<file path="src/rtl/arb_pkg.sv">
// Shared types and helpers for the round-robin arbiter.
package arb_pkg;

    typedef enum logic {
        IDLE  = 1'b0,
        GRANT = 1'b1
    } arb_state_t;

    // Base pointer value after reset
    localparam int unsigned RST_PTR = 0;

    // Ceiling log2; returns 0 for v <= 1
    function automatic int unsigned clog2(input int unsigned v);
        int unsigned r;
        int unsigned x;
        r = 0;
        x = (v > 0) ? v - 1 : 0;
        while (x > 0) begin
            r++;
            x = x >> 1;
        end
        return r;
    endfunction

endpackage : arb_pkg

</file>
<file path="src/rtl/rr_arbiter_if.sv">
// Request/grant bundle between requesters and the round-robin arbiter.
interface rr_arbiter_if #(
    parameter int unsigned REQ_WIDTH = 16
);
    logic [REQ_WIDTH-1:0] i_req;
    logic                 i_done;
    logic [REQ_WIDTH-1:0] o_grant;
    logic                 o_grant_valid;
    logic                 o_timeout;

    // Requester side
    modport master (
        output i_req, i_done,
        input  o_grant, o_grant_valid, o_timeout
    );

    // Arbiter side
    modport slave (
        input  i_req, i_done,
        output o_grant, o_grant_valid, o_timeout
    );
endinterface : rr_arbiter_if

</file>
<file path="src/rtl/rr_arbiter_pick.sv">
// Combinational circular find-first-set starting at a base index.
module rr_pick #(
    parameter int unsigned W  = 16,
    parameter int unsigned PW = 4
) (
    input  logic [W-1:0]  req_i,
    input  logic [PW-1:0] base_i,
    output logic [W-1:0]  onehot_c,
    output logic [PW-1:0] idx_c,
    output logic          valid_c
);

    int unsigned pos;
    logic [PW-1:0] cand;

    // Scan base, base+1, ..., wrapping; first set bit wins
    always_comb begin
        onehot_c = '0;
        idx_c    = '0;
        valid_c  = 1'b0;
        pos      = 0;
        cand     = '0;
        for (int unsigned i = 0; i < W; i++) begin
            pos = 32'(base_i) + i;
            if (pos >= W) begin
                pos = pos - W;
            end
            cand = PW'(pos);
            if (!valid_c && req_i[cand]) begin
                valid_c        = 1'b1;
                idx_c          = cand;
                onehot_c[cand] = 1'b1;
            end
        end
    end

endmodule : rr_pick

</file>
<file path="src/rtl/rr_arbiter.sv">
// Round-robin arbiter with registered one-hot grant and hold/release.
// Optional hold timeout compiled in with RR_ARB_TIMEOUT_EN.
module rr_arbiter
    import arb_pkg::*;
#(
    parameter int unsigned REQ_WIDTH = 16,
    parameter int unsigned TIMEOUT   = 255
) (
    input  logic         i_clk,
    input  logic         i_rst_n,
    rr_arbiter_if.slave  arb
);

    localparam int unsigned PTR_W = clog2(REQ_WIDTH);

    arb_state_t           state_q, state_d;
    logic [REQ_WIDTH-1:0] grant_q, grant_d;
    logic                 valid_q, valid_d;
    logic [PTR_W-1:0]     ptr_q, ptr_d;
    logic [PTR_W-1:0]     gidx_q, gidx_d;

    logic [PTR_W-1:0]     next_ptr_c;
    logic [PTR_W-1:0]     base_c;
    logic [REQ_WIDTH-1:0] pick_onehot_c;
    logic [PTR_W-1:0]     pick_idx_c;
    logic                 pick_valid_c;
    logic                 force_rel_c;
    logic                 release_c;

`ifdef RR_ARB_TIMEOUT_EN
    localparam int unsigned CNT_W = clog2(TIMEOUT + 1);
    logic [CNT_W-1:0]     cnt_q, cnt_d;
    logic                 tmo_q, tmo_d;

    assign force_rel_c = (state_q == GRANT) && (cnt_q == CNT_W'(TIMEOUT - 1));
`else
    assign force_rel_c = 1'b0;
`endif

    // Base for the next scan: just past the current owner when releasing
    assign next_ptr_c = (gidx_q == PTR_W'(REQ_WIDTH - 1)) ? '0 : gidx_q + PTR_W'(1);
    assign base_c     = (state_q == GRANT) ? next_ptr_c : ptr_q;
    assign release_c  = arb.i_done || !arb.i_req[gidx_q] || force_rel_c;

    rr_pick #(
        .W  (REQ_WIDTH),
        .PW (PTR_W)
    ) u_pick (
        .req_i    (arb.i_req),
        .base_i   (base_c),
        .onehot_c (pick_onehot_c),
        .idx_c    (pick_idx_c),
        .valid_c  (pick_valid_c)
    );

    // Next-state and grant selection
    always_comb begin
        state_d = state_q;
        grant_d = grant_q;
        valid_d = valid_q;
        ptr_d   = ptr_q;
        gidx_d  = gidx_q;
`ifdef RR_ARB_TIMEOUT_EN
        cnt_d   = cnt_q;
        tmo_d   = 1'b0;
`endif
        case (state_q)
            IDLE: begin
                if (pick_valid_c) begin
                    state_d = GRANT;
                    grant_d = pick_onehot_c;
                    valid_d = 1'b1;
                    gidx_d  = pick_idx_c;
`ifdef RR_ARB_TIMEOUT_EN
                    cnt_d   = '0;
`endif
                end
            end
            GRANT: begin
                if (release_c) begin
                    ptr_d = next_ptr_c;
`ifdef RR_ARB_TIMEOUT_EN
                    tmo_d = force_rel_c;
                    cnt_d = '0;
`endif
                    if (pick_valid_c) begin
                        grant_d = pick_onehot_c;
                        valid_d = 1'b1;
                        gidx_d  = pick_idx_c;
                    end else begin
                        state_d = IDLE;
                        grant_d = '0;
                        valid_d = 1'b0;
                    end
                end else begin
`ifdef RR_ARB_TIMEOUT_EN
                    cnt_d = cnt_q + CNT_W'(1);
`endif
                end
            end
            default: begin
                state_d = IDLE;
                grant_d = '0;
                valid_d = 1'b0;
            end
        endcase
    end

    // State and output registers
    always_ff @(posedge i_clk or negedge i_rst_n) begin
        if (!i_rst_n) begin
            state_q <= IDLE;
            grant_q <= '0;
            valid_q <= 1'b0;
            ptr_q   <= PTR_W'(RST_PTR);
            gidx_q  <= '0;
        end else begin
            state_q <= state_d;
            grant_q <= grant_d;
            valid_q <= valid_d;
            ptr_q   <= ptr_d;
            gidx_q  <= gidx_d;
        end
    end

`ifdef RR_ARB_TIMEOUT_EN
    // Hold counter and forced-release pulse
    always_ff @(posedge i_clk or negedge i_rst_n) begin
        if (!i_rst_n) begin
            cnt_q <= '0;
            tmo_q <= 1'b0;
        end else begin
            cnt_q <= cnt_d;
            tmo_q <= tmo_d;
        end
    end

    assign arb.o_timeout = tmo_q;
`else
    assign arb.o_timeout = 1'b0;
`endif

    assign arb.o_grant       = grant_q;
    assign arb.o_grant_valid = valid_q;

endmodule : rr_arbiter

</file>
<file path="src/flat_wrapper.sv">
// flat-port wrapper written by rule: the top's interface ports become plain ports
module rr_arbiter_flat import arb_pkg::*;
#(
    parameter int unsigned REQ_WIDTH = 16,
    parameter int unsigned TIMEOUT   = 255
)
  (i_clk, i_rst_n, arb_i_req, arb_i_done, arb_o_grant, arb_o_grant_valid, arb_o_timeout);
  rr_arbiter_if #(.REQ_WIDTH(REQ_WIDTH)) arb_i ();
  input  logic i_clk;
  input  logic i_rst_n;
  input wire logic [$bits(arb_i.i_req)-1:0] arb_i_req;
  input wire logic [$bits(arb_i.i_done)-1:0] arb_i_done;
  output wire logic [$bits(arb_i.o_grant)-1:0] arb_o_grant;
  output wire logic [$bits(arb_i.o_grant_valid)-1:0] arb_o_grant_valid;
  output wire logic [$bits(arb_i.o_timeout)-1:0] arb_o_timeout;
  assign arb_i.i_req = arb_i_req;
  assign arb_i.i_done = arb_i_done;
  assign arb_o_grant = arb_i.o_grant;
  assign arb_o_grant_valid = arb_i.o_grant_valid;
  assign arb_o_timeout = arb_i.o_timeout;
  rr_arbiter #(.REQ_WIDTH(REQ_WIDTH), .TIMEOUT(TIMEOUT)) u_core (.i_clk(i_clk), .i_rst_n(i_rst_n), .arb(arb_i));
endmodule
</file>
<file path="config.mk">
export PLATFORM = sky130hd
export DESIGN_NAME = rr_arbiter_flat
export DESIGN_NICKNAME = d
export VERILOG_FILES = /design/src/rtl/arb_pkg.sv /design/src/rtl/rr_arbiter_if.sv /design/src/rtl/rr_arbiter_pick.sv /design/src/rtl/rr_arbiter.sv /design/src/flat_wrapper.sv
export SDC_FILE = /design/constraint.sdc
export NUM_CORES = 1
export LEC_CHECK = 0
export ABC_AREA = 1
export BUFFER_PORTS_ARGS = -buffer_cell sky130_fd_sc_hd__buf_2
export CORE_MARGIN = 1.5
export CORE_UTILIZATION = 23
export CTS_CLUSTER_SIZE = 24
export DETAILED_ROUTE_END_ITERATION = 16
export HOLD_SLACK_MARGIN = 0.15
export SLEW_MARGIN = 25
export SYNTH_ARGS = -nofsm -noshare
export SYNTH_HDL_FRONTEND = slang
export SYNTH_SLANG_ARGS = --single-unit
export TNS_END_PERCENT = 100
</file>
<file path="constraint.sdc">
create_clock -name i_clk -period 3.98 [get_ports i_clk]
set_input_delay 0.995 -clock i_clk [delete_from_list [all_inputs] [get_ports i_clk]]
set_output_delay 0.995 -clock i_clk [all_outputs]
set_load 0.02 [all_outputs]
</file>
==> results.md, run 1 <==
Synthesis:
- The adder and majority cell fraction of the synthesized area is 2.85%.
- The multiplexer fraction of the synthesized cell area is 0%.
- The xor/xnor share of the synthesized area is 0.266%.
- Averaged over all synthesized cells, the footprint is 5.15 µm².
- By area, the combinational part of the netlist is dominated by simple AND/OR/NAND/NOR gates.
- The synthesized netlist cell count is 1279.
- Synthesis inferred 26 register bits.
- The count of distinct cell types in the synthesized netlist is 42.
- The post-synthesis async set-or-reset flop share is 100%.
- Summing the areas of all compound-gate instances in the mapped netlist gives 3.89% of the synthesized area.
- During synthesis, Yosys emitted a total of 0 warnings.
- The sequential fraction of the synthesis area is 9.87%.
- Summing the areas of all and, or, nand and nor instances in the mapped netlist gives 68.4% of the synthesized area.
- Among all flip-flop cells after synthesis, the most frequent one is sky130_fd_sc_hd__dfrtp_1.
- The net count of the mapped netlist is 1313.
- The number of synthesized flops with an enable pin is 0.
- After synthesis the cells add up to 0.00659 mm².

STA:
- The aggregate negative setup slack is 0 ns.
- For this run, the top clock speed supported by timing is 0.265 GHz.
- The worst hold slack after final layout is 0.478 ns.
- Dividing the final minimum period by the clock period gives 94.8%.
- The final worst clock skew is 0.00462 ns.
- The setup-violating endpoint count in the final report is 0.
- At the pin with the least slew margin, the transition time is 0.584 ns.
- The max-slew violation count is 0.
- The final critical path time including I/O delays and setup is 3.77 ns.
- The worst-case headroom to the max-slew limit is 61.1%.
- The number of hold violations in the final report was 0.

Clocking:
- The number of hold buffers added after CTS is 0.
- CTS placed an instance of sky130_fd_sc_hd__clkbuf_16 at the clock tree root.
- The clock tree from TritonCTS is yes.
- No sink is reached through more buffers than the 2 on the longest clock path.
- After clock tree synthesis, the clock-pin slew on the worst setup and hold paths is 0.06 ns.
- The total CTS buffers is 3.
- The clock insertion delay at the later pin of the skew report is 0.26 ns.
- CTS built an H-tree with a depth of 1.
- The tree built by TritonCTS fans out to 26 sinks.

Routing:
- Once detail routing completed, the nets flagged for antenna violations numbered 0.
- The first detailed-routing pass took 8 iterations.
- The DRC violation count after routing is 0.
- After detailed routing, the total wire length is 28300 µm.
- After detailed routing, the number of vias per cell comes to 5.04.
- The detailed router placed 8685 vias in this run.
- Dividing the detail-routed wire length by the instance count gives 16.4 µm.
- After the first detailed-routing iteration, the DRC count stood at 1095.

Worst setup path:
- The count of cells along the worst register-to-register path is 25.
- The endpoint class of the critical path is a flop.
- The end of the worst register-to-register path is u_core.arb.o_grant[11].
- The data required time of the critical path is 4.18 ns.
- The category of the most critical setup path is reg2reg.
- The data arrival at the endpoint of the critical path is 3.97 ns.
- Along the worst path, the maximum fanout reaches 16.
- The worst setup path is launched from a flop.
- The setup slack on the worst flop-to-flop path is 0.21 ns.
- The startpoint identified for the worst register-to-register timing path is u_core.gidx_q[1].

Global route:
- The global-route wire length before repair is 44500 µm.
- The initial antenna violation count came to 0.
- After global routing the overflow that remains totals 0.
- Global routing consumed, over all layers together, 19.1% of the routing resources.
- The number of global-route vias before repair is 7925.
- The maximum number of pins on one net before global-route repair is 36.

Floorplanning:
- The die covers 0.0297 mm².
- The die is 172 µm wide.
- The initial standard-cell utilization of the core is 23.5%.
- The number of ports placed on the die boundary is 37.
- After floorplanning, the core was divided into 61 placement rows.
- The region available for standard cell placement spans 0.0280 mm².
- The die is 172 µm tall.

Cells and area:
- The layout has 3233 filler cells.
- The sequential cells in the finished layout cover a total of 651 µm².
- The non-filler instance count after layout is 1723.
- The final design area excluding fillers is 0.00793 mm².
- The footprint of the multi-input gates is 0.00506 mm².
- The number of antenna repair diodes is 0.
- In the layout the commonest cells are sky130_fd_sc_hd__nand2_1, sky130_fd_sc_hd__nor2_1, sky130_fd_sc_hd__nand3_1.
- The proportion of layout cells with a drive suffix above 1 is 16.1%.
- The most common cell after layout, fill and taps aside is sky130_fd_sc_hd__nand2_1.
- The area added between synthesis and finish is 20.3%.
- The number of nets in the layout is 1380.

Hold path:
- The worst hold path begins at u_core.ptr_q[3].
- The class of the worst hold path is reg2reg.
- The destination of the worst hold path is u_core.ptr_q[3].
- The hold-critical path depth is 1.

Job:
- The total of max-cap violations is 0.

Placed design:
- The post-detailed-placement cell area is 0.00761 mm².
- The congestion estimate from routability-driven global placement came to 1.02.
- The detailed-placement wirelength estimate is 22200 µm.
- The placed instance count is 1708.
- Port buffering added 35 buffers.

Outcome:
- The flow ran to the end, and the final reports show no timing, DRC or antenna violations.
==> final cells by class <==
class,count,share of cell area [%]
Clock buffer,4,1.12
Sequential cell,26,8.21
Multi-Input combinational cell,1029,63.9
Tap cell,378,5.97
Inverter,153,7.31
Timing Repair Buffer,133,13.5
==> cell families after synthesis <==
family	Yosys count
and+or+nand+nor	966
other	1
DFF	26
AOI/OAI and AO/OA	45
adders and majority gates	15
buffers and inverters	224
xor gates and xnor gates	2
==> layer usage <==
layer | global-route usage (%) | wire length (µm) | up-vias
met3 | 1.99 | 2640 | 64
met1 | 25.3 | 12100 | 3867
met4 | 7.22 | 940 | 0
li1 | - | - | 4293
met5 | 0 | 0 | -
met2 | 31.8 | 12600 | 461
==> sequential cells by signal (all words and copies together) (netlist names) <==
| name | flops |
|---|---|
| u_core.arb.o_grant | 16 |
| u_core.arb.o_grant_valid | 1 |
| u_core.gidx_q | 4 |
| u_core.ptr_q | 4 |
| u_core.state_q | 1 |
==> timing repair <==
item,4_1_cts,5_1_grt
gates resized for setup,0,28
buffers inserted,0,11
setup endpoints to repair,0,20
==> worst max-delay path by stage <==
| stage | slack (ns) | depth (start not counted) | from | endpoint |
|---|---|---|---|---|
| 2_1_floorplan | 0.07 | 28 | u_core.gidx_q[0] | u_core.arb.o_grant[0] |
| 3_3_place_gp | -0.002 | 25 | u_core.gidx_q[0] | u_core.arb.o_grant[8] |
| 3_5_place_dp | 0.03 | 25 | u_core.gidx_q[0] | u_core.arb.o_grant[14] |
| 4_1_cts | 0.006 | 25 | u_core.gidx_q[0] | u_core.arb.o_grant[14] |
| 5_1_grt | -0.01 | 24 | u_core.gidx_q[0] | u_core.arb.o_grant[8] |
| 6_report | 0.21 | 25 | u_core.gidx_q[1] | u_core.arb.o_grant[11] |
==> Yosys cell counts (all sizes together) (5+ instances only) <==
cell type  count  area share, %
nand2        317             19
nor2         285             18
nand3        259             20
inv          148            8.4
nand4         91            9.3
buf           40            4.2
clkbuf        31            1.8
dfrtp         26            9.9
o21ai         25            2.0
ha            15            2.8
a21oi         11           0.84
a31oi          5           0.57
clkinv         5           0.28
nor3           5           0.80
or2            5           0.47
==> stage by stage <==
stage | util [%] | setup WS, ns
2_1_floorplan | - | 0.0670
3_3_place_gp | 27.2 | -0.00206
3_5_place_dp | 27.2 | 0.0313
4_1_cts | 27.5 | 0.00642
5_1_grt | 28.3 | -0.0120
6_report | 28.3 | 0.207
==> critical path: stages, from the launching register on <==
cell and delay (ns):
sky130_fd_sc_hd__dfrtp_1 0.38, sky130_fd_sc_hd__ha_2 0.32, sky130_fd_sc_hd__inv_1 0.05, sky130_fd_sc_hd__nand2_1 0.09, sky130_fd_sc_hd__o21ai_4 0.11, sky130_fd_sc_hd__buf_6 0.18, sky130_fd_sc_hd__ha_1 0.20, sky130_fd_sc_hd__a21oi_1 0.21
sky130_fd_sc_hd__nand2_1 0.08, sky130_fd_sc_hd__nand2_1 0.09, sky130_fd_sc_hd__nand3_1 0.10, sky130_fd_sc_hd__nand2_2 0.15, sky130_fd_sc_hd__buf_4 0.14, sky130_fd_sc_hd__nand4_4 0.11, sky130_fd_sc_hd__nor2_4 0.17, sky130_fd_sc_hd__nand4_4 0.14
sky130_fd_sc_hd__nor2_4 0.22, sky130_fd_sc_hd__nand2_2 0.12, sky130_fd_sc_hd__nor2_4 0.15, sky130_fd_sc_hd__buf_12 0.18, sky130_fd_sc_hd__nand2_1 0.07, sky130_fd_sc_hd__nand3_1 0.17, sky130_fd_sc_hd__nor2_1 0.06, sky130_fd_sc_hd__nand3_1 0.08
sky130_fd_sc_hd__nand2_1 0.06, sky130_fd_sc_hd__nand2_1 0.06
Power of run 1 is left out: the tool's default activity adds up to more than one toggle a clock period on the data nets, which glitch-free logic cannot reach.
==> run 2: changes to the inputs <==
Settings changed: PLACE_DENSITY set to 0.44.
==> run 2 against run 1 <==
Compared with the run above: setup slack worse by 0.0037 ns; die area unchanged; critical path depth unchanged; first-iteration DRC count up 15%; non-clock buffer count up 55; routed wire length up 12%; cell area up 6.9%; cell count up 3.3%; register-to-register slack about the same; global-route usage up 2.3 points; utilization up 2.0 points; clock skew down 0.0031 ns.
==> results.md, run 2 (synthesis results as in run 1) <==
Routing:
- The violation count after the first detailed-routing iteration was 1256 (+15%).
- The final wirelength was 31700 µm (+12%).
- The number of nets still failing antenna checks after routing is 0 (unchanged).
- The count of vias placed by the detailed router was 9024 (+3.9%).
- The per-cell routed wire length was 17.8 µm (+8.3%).
- The first-pass iteration count of the detailed router is 6 (-2).
- The average vias per placed instance was 5.07 (+0.63%).
- The DRC violation count after routing is 0 (unchanged).

Cells and area:
- Compared with the post-synthesis result, the final layout area differs by 28.5%.
- The proportion of layout cells with a drive suffix above 1 is 21.3% (+5.3 points).
- The final-layout fill cell count was 3206 (-0.84%).
- The number of nets in the layout is 1437 (+4.1%).
- The library cell used most frequently in the layout, excluding fill and tap cells, is sky130_fd_sc_hd__nand2_1.
- The number of antenna repair diodes is 0 (unchanged).
- The top cell types in the final layout, fill and taps aside, are sky130_fd_sc_hd__nand2_1, sky130_fd_sc_hd__nor2_1, sky130_fd_sc_hd__nand3_1.
- The flip-flop count of the largest register after layout was 16 (unchanged).
- The end-of-flow core utilization is 30.3% (+2.0 points).

Worst setup path:
- The critical path is of the reg2reg type.
- The category of cells accounting for the largest share of critical-path delay is simple AND/OR/NAND/NOR gates.
- The data required time of the critical path is 4.14 ns (-0.04 ns).
- The delay contributed by the slowest stage of the critical path is 0.38 ns (about the same).
- The highest-delay cell along the critical path is sky130_fd_sc_hd__dfrtp_1.
- The element type at the critical path start is a flop.
- The biggest fanout along the worst timing path is 8 (-8).
- The endpoint class of the critical path is a flop.
- The cell depth of the worst setup path is 25 (unchanged).
- The data arrival at the endpoint of the critical path is 3.93 ns (-0.04 ns).
- In this design, the critical path's most frequently occurring cell is sky130_fd_sc_hd__nand3_1.
- The number of buffer and inverter instances along the worst setup path is 6 (+2).
- The count of cells along the worst register-to-register path came to 25 (unchanged).

Clocking:
- The clock tree from TritonCTS is yes.
- The deepest clock path buffer count is 2 (unchanged).
- The clock insertion delay at the later pin of the skew report is 0.26 ns (about the same).
- The total CTS buffers is 3 (unchanged).
- The number of levels in the clock H-tree was 1 (unchanged).
- The clock root buffer master is sky130_fd_sc_hd__clkbuf_16.
- The number of sinks on the clock net is 26 (unchanged).
- The clock edge transition at the registers on the reported setup and hold paths is 0.06 ns (about the same).

STA:
- The share of the clock period used by the worst path is 94.9% (about the same).
- The max-slew violation count is 0 (unchanged).
- The final critical path time including I/O delays and setup was 3.78 ns (+0.00367 ns).
- The setup-violating endpoint count in the final report came to 0 (unchanged).
- Setup repair after global routing could not meet its margin everywhere.
- The slack of the critical path is 0.203 ns (-0.00367 ns).
- The transition time at the pin with the least slew margin was 0.598 ns (+0.0141 ns).
- The final worst clock skew is 0.00157 ns (-0.00305 ns).
- The worst hold slack after final layout is 0.469 ns (-0.00959 ns).
- The aggregate negative setup slack was 0 ns (unchanged).
- The worst-case headroom to the max-slew limit is 60.1% (-0.94 points).
- The number of hold violations in the final report is 0 (unchanged).
- The highest clock frequency the design can meet is 0.265 GHz (about the same).

Outcome:
- The flow ran to the end, and the final reports show no timing, DRC or antenna violations.

Placed design:
- The final weighted congestion in routability-driven placement is 0.977 (-4.2%).
- The minimum setup slack after placement is -0.0614 ns (-0.0927 ns).
- The detailed-placement wirelength estimate was 25000 µm (+12%).
- The count of port buffers added during placement was 35 (unchanged).

Floorplanning:
- The number of placement rows came to 61 (unchanged).
- The initial standard-cell utilization of the core is 23.5% (unchanged).
- The number of ports placed on the die boundary is 37 (unchanged).
- The area of the die came to 0.0297 mm² (unchanged).
- The width of the chip came to 172 µm (unchanged).
- The core region area is 0.0280 mm² (unchanged).
- The die extent in y was 172 µm (unchanged).

Hold path:
- The hold-critical path depth is 1 (unchanged).
- The tightest min-delay check is of the reg2reg type.

Global route:
- The all-layer global routing usage is 21.4% (+2.3 points).
- The global-route wire length before repair is 48500 µm (+9.0%).
- The number of global-route vias before repair is 8182 (+3.2%).
- The initial antenna violation count came to 0 (unchanged).
- The maximum number of pins on one net before global-route repair came to 29 (-19%).
- The total congestion overflow after global routing is 0 (unchanged).

Job:
- The total of max-cap violations is 0 (unchanged).
[run 2: changes by cell type in the layout (fill, tap and decap cells not counted), sizes merged]
| cell | before | now |
|---|---|---|
| clkinvlp | 0 | 1 |
| buf | 133 | 188 |
| clkbuf | 4 | 3 |
| nand3 | 259 | 260 |
[run 2: per-layer routing]
layer	global-route usage (%)	vias to the layer above	part of all wire, %
met2	33.1	459	43
met1	30.9	4093	45
met5	0	-	0
met3	2.08	72	9.1
li1	-	4400	-
met4	6.84	0	3.5
[run 2: repair_timing]
| item | in CTS | in global routing |
|---|---|---|
| cloned | 0 | 2 |
| setup endpoints to repair | 3 | 20 |
| hold buffers | 0 | 0 |
| resized for setup | 3 | 59 |
| pin swaps | 0 | 12 |
| buffers inserted | 0 | 21 |
| endpoints found under the hold margin | 0 | 0 |
[run 2: metrics by stage]
step	std cells	cell area [µm²]
final	1779	8470
after global routing	1779	8470
after CTS	1756	8070
after detailed placement	1753	7990
after global placement	1753	7990
after floorplan	1279	6590
[run 2: area by class of cell]
class                           count  area (µm²)  share of cell area (%)
Multi-Input combinational cell   1030        5180                    61.1
Timing Repair Buffer              188        1510                    17.8
Sequential cell                    26         651                    7.68
Inverter                          153         579                    6.84
Tap cell                          378         473                    5.58
Clock buffer                        3        75.1                   0.886
Timing Repair inverter              1        7.51                  0.0886
[run 2: path summary, 6_finish.rpt]
| check | start | to | slack, ns |
|---|---|---|---|
| worst min register to register | u_core.ptr_q[3] | u_core.ptr_q[3] | 0.47 |
| worst max register to register | u_core.gidx_q[1] | u_core.arb.o_grant[4] | 0.20 |
| worst min-delay path | u_core.ptr_q[3] | u_core.ptr_q[3] | 0.47 |
| min in group asynchronous | i_rst_n | u_core.arb.o_grant[14] | 0.73 |
| max in group asynchronous | i_rst_n | u_core.ptr_q[1] | 2.85 |
| worst max-delay path | u_core.gidx_q[1] | u_core.arb.o_grant[4] | 0.20 |
Power of run 2 is left out for the same reason.
==> run 3: changes to the inputs <==
Settings changed: RECOVER_POWER set to 50.
==> run 3 against run 2 <==
Compared with the run above: setup slack better by 0.0015 ns; maximum frequency about the same; non-clock buffer count unchanged; sequential share of layout area barely moved; hold slack unchanged; global-route usage stayed put; die area is the same; first-iteration DRC count grew 0.16%; sequential cell count unchanged; clock-buffer cell count is the same; critical path depth unchanged; cell count unchanged; critical path type unchanged; critical endpoint is now u_core.arb.o_grant[3]; highest routed layer unchanged.
==> results.md, run 3 (synthesis results as in run 1) <==
Outcome:
- The run finished with clean final reports.

STA:
- The share of the clock period used by the worst path is 94.8% (about the same).
- The final critical path time including I/O delays and setup is 3.77 ns (-0.00153 ns).
- The max-slew violation count was 0 (unchanged).
- The number of hold violations in the final report is 0 (unchanged).
- The highest clock frequency the design can meet is 0.265 GHz (about the same).
- The transition time at the pin with the least slew margin is 1.44 ns (+0.839 ns).
- Setup repair after global routing could not meet its margin everywhere.
- The final worst clock skew is 0.00160 ns (+0.0000297 ns).
- The worst-case headroom to the max-slew limit came to 4.16% (-56 points).
- The setup-violating endpoint count in the final report is 0 (unchanged).
- The slack of the critical path is 0.205 ns (+0.00153 ns).

Floorplanning:
- The core region area was 0.0280 mm² (unchanged).
- The number of placement rows was 61 (unchanged).
- The die extent in y is 172 µm (unchanged).
- The number of ports placed on the die boundary is 37 (unchanged).
- The width of the chip is 172 µm (unchanged).
- The initial standard-cell utilization of the core came to 23.5% (unchanged).
- The area of the die is 0.0297 mm² (unchanged).

Global route:
- The number of global-route vias before repair is 8182 (unchanged).
- The initial antenna violation count came to 0 (unchanged).
- The global-route wire length before repair was 48500 µm (unchanged).
- The all-layer global routing usage is 21.4% (unchanged).
- The total congestion overflow after global routing is 0 (unchanged).
- The maximum number of pins on one net before global-route repair is 29 (unchanged).

Worst setup path:
- The startpoint of the most critical setup path is u_core.gidx_q[0].
- The critical register-to-register path startpoint is u_core.gidx_q[0].
- The worst setup path endpoint is u_core.arb.o_grant[3].
- The data required time of the critical path is 4.14 ns (about the same).
- The highest-delay cell along the critical path is sky130_fd_sc_hd__dfrtp_1.
- The data arrival at the endpoint of the critical path is 3.93 ns (about the same).
- The category of the most critical setup path is reg2reg.
- The count of cells along the worst register-to-register path was 25 (unchanged).
- The delay contributed by the slowest stage of the critical path was 0.38 ns (about the same).
- The biggest fanout along the worst timing path is 10 (+2).
- The worst setup path is captured at a flop.
- The cell that appears most often on the critical path is sky130_fd_sc_hd__nand3_1.
- The end of the worst register-to-register path is u_core.arb.o_grant[3].
- The element type at the critical path start is a flop.
- The setup slack on the worst flop-to-flop path came to 0.21 ns (about the same).

Cells and area:
- In the layout the commonest cells are sky130_fd_sc_hd__nand2_1, sky130_fd_sc_hd__nor2_1, sky130_fd_sc_hd__nand3_1.
- The end-of-flow core utilization is 30.2% (about the same).
- The flip-flop count of the largest register after layout came to 16 (unchanged).
- The most common cell after layout, fill and taps aside is sky130_fd_sc_hd__nand2_1.
- The number of antenna repair diodes is 0 (unchanged).
- The final design area excluding fillers was 0.00847 mm² (about the same).
- The area added between synthesis and finish was 28.5% (about the same).
- The proportion of layout cells with a drive suffix above 1 is 21.1% (-0.21 points).
- The number of nets in the layout came to 1437 (unchanged).

Clocking:
- The clock edge transition at the registers on the reported setup and hold paths was 0.06 ns (about the same).
- The clock tree from TritonCTS is yes.
- CTS placed an instance of sky130_fd_sc_hd__clkbuf_16 at the clock tree root.
- The clock insertion delay at the later pin of the skew report is 0.26 ns (about the same).
- The number of hold buffers added after CTS was 0 (unchanged).
- The deepest clock path buffer count is 2 (unchanged).
- The number of sinks on the clock net came to 26 (unchanged).
- The total CTS buffers is 3 (unchanged).
- The number of levels in the clock H-tree is 1 (unchanged).

Routing:
- The number of nets still failing antenna checks after routing is 0 (unchanged).
- The violation count after the first detailed-routing iteration is 1258 (+0.16%).
- The per-cell routed wire length is 17.8 µm (about the same).
- The count of vias placed by the detailed router is 9026 (+0.022%).
- The DRC violation count after routing is 0 (unchanged).
- The average vias per placed instance is 5.07 (about the same).
- The final wirelength was 31700 µm (about the same).
- The first-pass iteration count of the detailed router came to 6 (unchanged).

Placed design:
- The detailed-placement wirelength estimate is 25000 µm (unchanged).
- The count of port buffers added during placement is 35 (unchanged).
- The minimum setup slack after placement is -0.0614 ns (unchanged).
- The post-detailed-placement cell area came to 0.00799 mm² (unchanged).
- The final weighted congestion in routability-driven placement came to 0.977 (unchanged).

Hold path:
- The startpoint identified for the worst hold timing path is u_core.ptr_q[3].
- The path class of the tightest hold or removal check is reg2reg.

Job:
- The total of max-cap violations is 0 (unchanged).
## run 3: cell types whose count changed in the layout (fill, tap and decap cells not counted)
cell and change:
sky130_fd_sc_hd__buf_2 -3, sky130_fd_sc_hd__clkbuf_1 +3
## run 3: worst max-delay path, delay by kind of cell, from the launching register on
| kind | cells | cell delay [ns] |
|---|---|---|
| buffers and inverters | 5 | 0.78 |
| DFF | 1 | 0.38 |
| AOI/OAI and AO/OA | 1 | 0.15 |
| and+or+nand+nor | 18 | 2.09 |
| adders and majority gates | 1 | 0.27 |
## run 3: layer usage
layer | global-route usage, % | wire length (µm) | up-vias
met5 | 0 | 0 | -
met4 | 6.84 | 1170 | 0
met3 | 2.08 | 2820 | 78
met2 | 33.1 | 13500 | 459
met1 | 30.9 | 14200 | 4091
li1 | - | - | 4398
## run 3: layout make-up
| type | instances | area, µm² |
|---|---|---|
| fill | 3208 | 19500 |
| multi-input combinational | 1030 | 5180 |
| timing repair buffer | 188 | 1500 |
| sequential | 26 | 651 |
| inverter | 153 | 579 |
| tap | 378 | 473 |
| clock buffer | 3 | 75.1 |
| timing repair inverter | 1 | 7.51 |
## run 3: how the worst min path moves through the flow
| stage | to | slack (ns) | cells past startpoint |
|---|---|---|---|
| after CTS | u_core.ptr_q[3] | 0.47 | 1 |
| final | u_core.ptr_q[3] | 0.47 | 1 |
| after global routing | u_core.ptr_q[3] | 0.50 | 1 |
| after detailed placement | u_core.ptr_q[3] | 0.46 | 1 |
| after global placement | u_core.ptr_q[3] | 0.46 | 1 |
| after floorplan | u_core.ptr_q[3] | 0.44 | 1 |
## run 3: repair_timing
action	in CTS	in global routing
endpoints found under the hold margin	0	0
buffers inserted	0	21
endpoints found under the setup margin	3	20
pin swaps	0	12
cloned	0	2
gates resized for setup	3	59
## run 3: through the flow
stage | setup TNS (ns) | hold WS, ns | std cells
floorplan | 0 | 0.441 | 1279
global placement | -0.192 | 0.455 | 1753
detailed placement | -0.0614 | 0.458 | 1753
CTS | 0 | 0.473 | 1756
global route | -0.226 | 0.503 | 1779
finish | 0 | 0.469 | 1779
Power of run 3 is left out for the same reason.
